<file path="src/rtl/n64adv2_i2s_tx_pkg.sv">
// Shared audio configuration for the I2S transmitter: frame geometry, FSM and word-slot types.
package n64adv2_i2s_tx_pkg;

  localparam int FRAME_LEN = 256;
  localparam int SLOT_W    = 32;
  localparam int SMPL_W    = 16;
  localparam int SCLK_DIV  = 4;

  localparam int CNT_W = $clog2(FRAME_LEN);
  localparam int DIV_W = $clog2(SCLK_DIV);
  localparam int BIT_W = CNT_W - DIV_W;

  typedef enum logic {
    ST_IDLE = 1'b0,
    ST_RUN  = 1'b1
  } state_e;

  typedef enum logic [1:0] {
    WS_NONE  = 2'd0,
    WS_LEFT  = 2'd1,
    WS_RIGHT = 2'd2
  } word_e;

  // One-bit I2S delay: each word starts one bit after its LRCLK edge.
  function automatic word_e word_sel(input logic [BIT_W-1:0] b);
    word_e sel;
    sel = WS_NONE;
    if (b >= BIT_W'(1) && b <= BIT_W'(SMPL_W)) begin
      sel = WS_LEFT;
    end else if (b >= BIT_W'(SLOT_W + 1) && b <= BIT_W'(SLOT_W + SMPL_W)) begin
      sel = WS_RIGHT;
    end
    return sel;
  endfunction

endpackage

</file>
<file path="src/rtl/n64adv2_i2s_tx_if.sv">
// Sample-pair handshake between the audio processing path and the I2S transmitter.
interface n64adv2_i2s_tx_if;
  import n64adv2_i2s_tx_pkg::*;

  logic [SMPL_W-1:0] SMPL_L_i;
  logic [SMPL_W-1:0] SMPL_R_i;
  logic              SMPL_valid_i;
  logic              SMPL_ready_o;

  modport master (
    output SMPL_L_i,
    output SMPL_R_i,
    output SMPL_valid_i,
    input  SMPL_ready_o
  );

  modport slave (
    input  SMPL_L_i,
    input  SMPL_R_i,
    input  SMPL_valid_i,
    output SMPL_ready_o
  );

endinterface

</file>
<file path="src/rtl/n64adv2_i2s_tx.sv">
// I2S transmitter: 256-cycle MCLK frame, single-entry sample buffer, per-frame word load.
// state   | meaning
// ST_IDLE | disabled, counter parked at 0, outputs low
// ST_RUN  | frame counter running, words shifted out
module n64adv2_i2s_tx
  import n64adv2_i2s_tx_pkg::*;
(
  input  logic            MCLK_i,
  input  logic            nRST_i,
  input  logic            en_i,
  input  logic            mute_i,
  n64adv2_i2s_tx_if.slave smpl_if,
  output logic            SCLK_o,
  output logic            LRCLK_o,
  output logic            SDATA_o,
  output logic            UNDERRUN_o
);

  state_e            state_q, state_d;
  logic [CNT_W-1:0]  cnt_q, cnt_d;
  logic              full_q, full_d;
  logic [SMPL_W-1:0] buf_l_q, buf_l_d;
  logic [SMPL_W-1:0] buf_r_q, buf_r_d;
  logic [SMPL_W-1:0] sh_l_q, sh_l_d;
  logic [SMPL_W-1:0] sh_r_q, sh_r_d;
  logic              ready_q, ready_d;
  logic              sclk_q, sclk_d;
  logic              lrclk_q, lrclk_d;
  logic              sdata_q, sdata_d;
  logic              undr_q, undr_d;

  logic              run_d;
  logic              load;
  logic              xfer;
  logic [BIT_W-1:0]  bit_d;
  word_e             sel_d;

  always_ff @(posedge MCLK_i or negedge nRST_i) begin
    if (!nRST_i) begin
      state_q <= ST_IDLE;
      cnt_q   <= '0;
      full_q  <= 1'b0;
      buf_l_q <= '0;
      buf_r_q <= '0;
      sh_l_q  <= '0;
      sh_r_q  <= '0;
      ready_q <= 1'b1;
      sclk_q  <= 1'b0;
      lrclk_q <= 1'b0;
      sdata_q <= 1'b0;
      undr_q  <= 1'b0;
    end else begin
      state_q <= state_d;
      cnt_q   <= cnt_d;
      full_q  <= full_d;
      buf_l_q <= buf_l_d;
      buf_r_q <= buf_r_d;
      sh_l_q  <= sh_l_d;
      sh_r_q  <= sh_r_d;
      ready_q <= ready_d;
      sclk_q  <= sclk_d;
      lrclk_q <= lrclk_d;
      sdata_q <= sdata_d;
      undr_q  <= undr_d;
    end
  end

  // Outputs are registered from the next counter value so they line up with cnt_q.
  always_comb begin
    state_d = state_q;
    cnt_d   = '0;
    unique case (state_q)
      ST_IDLE: if (en_i) state_d = ST_RUN;
      ST_RUN:  if (!en_i) state_d = ST_IDLE;
      default: state_d = ST_IDLE;
    endcase

    run_d = (state_d == ST_RUN);
    if (state_q == ST_RUN && run_d) begin
      cnt_d = cnt_q + CNT_W'(1);
    end
    bit_d = cnt_d[CNT_W-1:DIV_W];
    sel_d = word_sel(bit_d);
    load  = run_d && (cnt_d == '0);
    xfer  = smpl_if.SMPL_valid_i && !full_q;
  end

  // A load on a full buffer wins: ready was already low, so no transfer can collide with it.
  always_comb begin
    buf_l_d = buf_l_q;
    buf_r_d = buf_r_q;
    full_d  = full_q;
    if (xfer) begin
      buf_l_d = smpl_if.SMPL_L_i;
      buf_r_d = smpl_if.SMPL_R_i;
    end
    if (load) begin
      full_d = xfer;
    end else if (xfer) begin
      full_d = 1'b1;
    end
    ready_d = !full_d;
  end

  always_comb begin
    sh_l_d  = sh_l_q;
    sh_r_d  = sh_r_q;
    sdata_d = sdata_q;
    undr_d  = 1'b0;
    sclk_d  = run_d && cnt_d[DIV_W-1];
    lrclk_d = run_d && cnt_d[CNT_W-1];

    if (!run_d) begin
      sh_l_d  = '0;
      sh_r_d  = '0;
      sdata_d = 1'b0;
    end else if (load) begin
      sdata_d = 1'b0;
      undr_d  = !full_q && !mute_i;
      if (full_q && !mute_i) begin
        sh_l_d = buf_l_q;
        sh_r_d = buf_r_q;
      end else begin
        sh_l_d = '0;
        sh_r_d = '0;
      end
    end else if (cnt_d[DIV_W-1:0] == '0) begin
      unique case (sel_d)
        WS_LEFT: begin
          sdata_d = sh_l_q[SMPL_W-1];
          sh_l_d  = {sh_l_q[SMPL_W-2:0], 1'b0};
        end
        WS_RIGHT: begin
          sdata_d = sh_r_q[SMPL_W-1];
          sh_r_d  = {sh_r_q[SMPL_W-2:0], 1'b0};
        end
        default: sdata_d = 1'b0;
      endcase
    end
  end

  assign smpl_if.SMPL_ready_o = ready_q;
  assign SCLK_o               = sclk_q;
  assign LRCLK_o              = lrclk_q;
  assign SDATA_o              = sdata_q;
  assign UNDERRUN_o           = undr_q;

endmodule

</file>
<file path="src/flat_wrapper.sv">
// flat-port wrapper written by rule: the top's interface ports become plain ports
module n64adv2_i2s_tx_flat import n64adv2_i2s_tx_pkg::*;
  (MCLK_i, nRST_i, en_i, mute_i, SCLK_o, LRCLK_o, SDATA_o, UNDERRUN_o, smpl_if_SMPL_L_i, smpl_if_SMPL_R_i, smpl_if_SMPL_valid_i, smpl_if_SMPL_ready_o);
  n64adv2_i2s_tx_if smpl_if_i ();
  input  logic MCLK_i;
  input  logic nRST_i;
  input  logic en_i;
  input  logic mute_i;
  output logic SCLK_o;
  output logic LRCLK_o;
  output logic SDATA_o;
  output logic UNDERRUN_o;
  input wire logic [$bits(smpl_if_i.SMPL_L_i)-1:0] smpl_if_SMPL_L_i;
  input wire logic [$bits(smpl_if_i.SMPL_R_i)-1:0] smpl_if_SMPL_R_i;
  input wire logic [$bits(smpl_if_i.SMPL_valid_i)-1:0] smpl_if_SMPL_valid_i;
  output wire logic [$bits(smpl_if_i.SMPL_ready_o)-1:0] smpl_if_SMPL_ready_o;
  assign smpl_if_i.SMPL_L_i = smpl_if_SMPL_L_i;
  assign smpl_if_i.SMPL_R_i = smpl_if_SMPL_R_i;
  assign smpl_if_i.SMPL_valid_i = smpl_if_SMPL_valid_i;
  assign smpl_if_SMPL_ready_o = smpl_if_i.SMPL_ready_o;
  n64adv2_i2s_tx u_core (.MCLK_i(MCLK_i), .nRST_i(nRST_i), .en_i(en_i), .mute_i(mute_i), .smpl_if(smpl_if_i), .SCLK_o(SCLK_o), .LRCLK_o(LRCLK_o), .SDATA_o(SDATA_o), .UNDERRUN_o(UNDERRUN_o));
endmodule
</file>
<file path="config.mk">
export PLATFORM = sky130hd
export DESIGN_NAME = n64adv2_i2s_tx_flat
export DESIGN_NICKNAME = d
export VERILOG_FILES = /design/src/rtl/n64adv2_i2s_tx_pkg.sv /design/src/rtl/n64adv2_i2s_tx_if.sv /design/src/rtl/n64adv2_i2s_tx.sv /design/src/flat_wrapper.sv
export SDC_FILE = /design/constraint.sdc
export NUM_CORES = 1
export LEC_CHECK = 0
export BUFFER_PORTS_ARGS = -buffer_cell sky130_fd_sc_hd__buf_2
export CORE_ASPECT_RATIO = 1.2
export CORE_MARGIN = 2
export CORE_UTILIZATION = 40
export DETAILED_ROUTE_END_ITERATION = 16
export HOLD_SLACK_MARGIN = 0.12
export PLACE_DENSITY = 0.55
export SYNTH_ARGS = -nofsm -noshare
export SYNTH_HDL_FRONTEND = slang
export SYNTH_SLANG_ARGS = --single-unit
</file>
<file path="constraint.sdc">
create_clock -name MCLK_i -period 2.65 [get_ports MCLK_i]
set_input_delay 0 -clock MCLK_i [delete_from_list [all_inputs] [get_ports MCLK_i]]
set_output_delay 0 -clock MCLK_i [all_outputs]
set_load 0.1 [all_outputs]
</file>
==> metrics <==
Crit. End Element flip-flop; H-tree levels 3; Fmax 0.399 GHz; Worst Hold Class input port to flip-flop; PortBufs 41; fraction of registers with async set/reset 100%; vias in the first global route 2488; r2r worst-path depth 8; via count 2358; Max-Cap Viols 0; reg-to-reg slack, setup 0.14 ns; CP Max Fanout 16; WHS Path Cells 4; first-pass GRT wire length 11500 µm; Clock Sinks 79; Ports 42; post-CTS setup buffer count 0; average wire per standard cell 13.0 µm; worst hold margin 0.297 ns; Required @ worst endpoint 2.88 ns; die height 110 µm; Num CTS Buffers 9; reg2reg start u_core.cnt_q[0]; #FFs+latches synth 79; Rel. slew slack 18.2%; YS warnings 0; post-synthesis sequential area ratio 53.0%; worst endpoint data arrival time 2.74 ns; Slew @ Worst Pin 1.23 ns; Pleak 2.07 nW; Hold Vio Cnt, Final 0; Reg area 1980 µm²; Final setup viols 0; First DRT Iteration DRCs 74; antenna-violating nets left 0; Setup WS post-layout 0.141 ns; DRC violations left 0; VDD IR max 0.331 mV; count of cell types in the netlist 41; Skew-Pair Late Insertion Delay 0.35 ns; global route total overflow 0; Die Width 92.2 µm; outcome completed; unrepaired setup endpoints after global routing false; Initial Utilization 41.1%; top cells by area, synth dfrtp_1, mux2_2, mux2i_1; Fillers 811; setup TNS 0 ns; fin crit share 94.7%; critical path class flip-flop to flip-flop; largest area contributor in the netlist dfrtp_1; Pwr Total 0.00298 W; DP Worst Slack 0.190 ns; Max Buffers Root-to-Sink 2; Nets 415; Worst Hold Launch smpl_if_SMPL_valid_i; Die ar. 10100 µm²; Mapped Cells 300; area delta synth->final 24.5%; hold path endpoint u_core.smpl_if.SMPL_ready_o; Post-synth EDFFs 0; Synth top area share 52.3%; Post-Synthesis Net Count 338; row cnt 38; CTS tree done; initial antenna violation count 0; crit start category flip-flop; post-route core utilization 51.2%; vias per cell 4.70; ant diodes 0; minimum clock period 2.51 ns; Power Dens Cells 642 nW/µm²; largest net degree at the start of global routing 80; Routed WL 6540 µm; Pre-antenna DRT Iters 4; Total GRT Usage 14.6%; Detail Placement HPWL 3990 µm; count of pins over their slew limit 0; share of cells above drive strength 1 35.1%; FF-to-FF End u_core.sh_r_q[4]; GP Congestion 0.720; predominant post-synthesis flop cell dfrtp_1; Final Skew 0.0103 ns; CTS clk-pin slew, worst paths 0.08 ns; CORE AREA 9080 µm²; Synth Area per Inst 12.4 µm²; area of the multi-input gates 1580 µm²; CTS root buffer clkbuf_8; Syn Std Cell Area 3730 µm²
[metrics by stage]
stage | std cells | instance area, µm²
floorplan | 300 | 3730
global placement | 451 | 4080
detailed placement | 451 | 4080
CTS | 502 | 4650
global route | 502 | 4650
finish | 502 | 4650
[state kept, by name, summed over array words and instances, names as in the netlist]
register                     cells
u_core.buf_r_q                  16
u_core.cnt_q                     8
u_core.SDATA_o                   1
u_core.sh_r_q                   16
u_core.full_q                    1
u_core.UNDERRUN_o                1
u_core.buf_l_q                  16
u_core.SCLK_o                    1
u_core.state_q                   1
u_core.sh_l_q                   16
u_core.LRCLK_o                   1
u_core.smpl_if.SMPL_ready_o      1
[cell usage in the layout (no fill, tap or decap), types with 2 or more instances in the layout]
master	count
a21oi_1	3
and3_1	2
buf_12	2
buf_2	40
buf_4	3
bufinv_16	2
clkbuf_1	2
clkbuf_8	10
clkinv_2	2
dfrtp_1	78
dlygate4sd3_1	35
inv_1	30
mux2_2	54
mux2_4	9
mux2i_1	30
nand2_1	35
nand3_1	2
nand3_2	2
nor2_1	8
or3_1	2
or3_2	2
xnor2_1	3
xor2_1	3
[Yosys cell counts (2+ instances only)]
cell,count
nand3_2,2
buf_4,3
xnor2_1,3
and3_1,2
nand2_1,35
mux2i_1,30
xor2_1,3
inv_1,30
mux2_4,9
nand3_1,2
clkbuf_1,9
or3_1,2
nor2b_1,2
dfrtp_1,78
mux2_2,54
or3_2,2
nor2_1,8
a21oi_1,3
[worst max-delay path, cell delays in order, from the launching register on]
cell,delay [ns]
dfrtp_1,0.43
ha_1,0.25
nand2_1,0.13
nor2_1,0.21
xor2_1,0.37
a21boi_1,0.18
a211oi_4,0.28
buf_12,0.20
mux2_2,0.35
[logic make-up after synthesis]
kind of cell / count (synthesis) / synth area share [%]
xor+xnor: 7 / 1.84
simple gates: 62 / 8.18
mux: 93 / 28.0
compound gates: 14 / 3.49
buf+inv: 44 / 5.20
flops: 79 / 53.0
fa+ha+maj: 1 / 0.335
[worst max path at each step]
stage	startpoint	endpoint	depth (start not counted)
after detailed placement	u_core.cnt_q[0]	u_core.sh_r_q[4]	8
after CTS	u_core.cnt_q[0]	u_core.sh_r_q[4]	8
after global routing	u_core.cnt_q[0]	u_core.sh_r_q[4]	8
final	u_core.cnt_q[0]	u_core.sh_r_q[4]	8
after floorplan	u_core.cnt_q[0]	u_core.sh_r_q[10]	8
after global placement	u_core.cnt_q[0]	u_core.sh_r_q[3]	8
[routing by layer]
| layer | track usage (%) | part of all wire [%] | vias up |
|---|---|---|---|
| met5 | 0 | 0 | - |
| met2 | 24.8 | 48 | 30 |
| li1 | - | - | 1159 |
| met1 | 18.0 | 47 | 1161 |
| met4 | 5.44 | 1.5 | 0 |
| met3 | 3.70 | 2.9 | 8 |
[repair_timing]
item	in CTS	in global routing
gates resized for setup	0	0
hold buffers	35	0
endpoints found under the hold margin	116	0
[layout make-up]
cell class                 count  share of cell area, %
tap                          120                   3.23
timing repair buffer          80                   13.2
multi-input combinational    177                   34.0
clock buffer                  12                   3.12
inverter                      30                   2.42
sequential                    79                   42.6
clock inverter                 4                   1.51
[where the power goes]
| part | total [W] | switching, W | internal [W] |
|---|---|---|---|
| Sequential | 0.00150 | 0.000104 | 0.00140 |
| Combinational | 0.000501 | 0.000218 | 0.000283 |
| Clock | 0.000977 | 0.000422 | 0.000554 |
No activity file was read; power rests on OpenSTA's default activity.
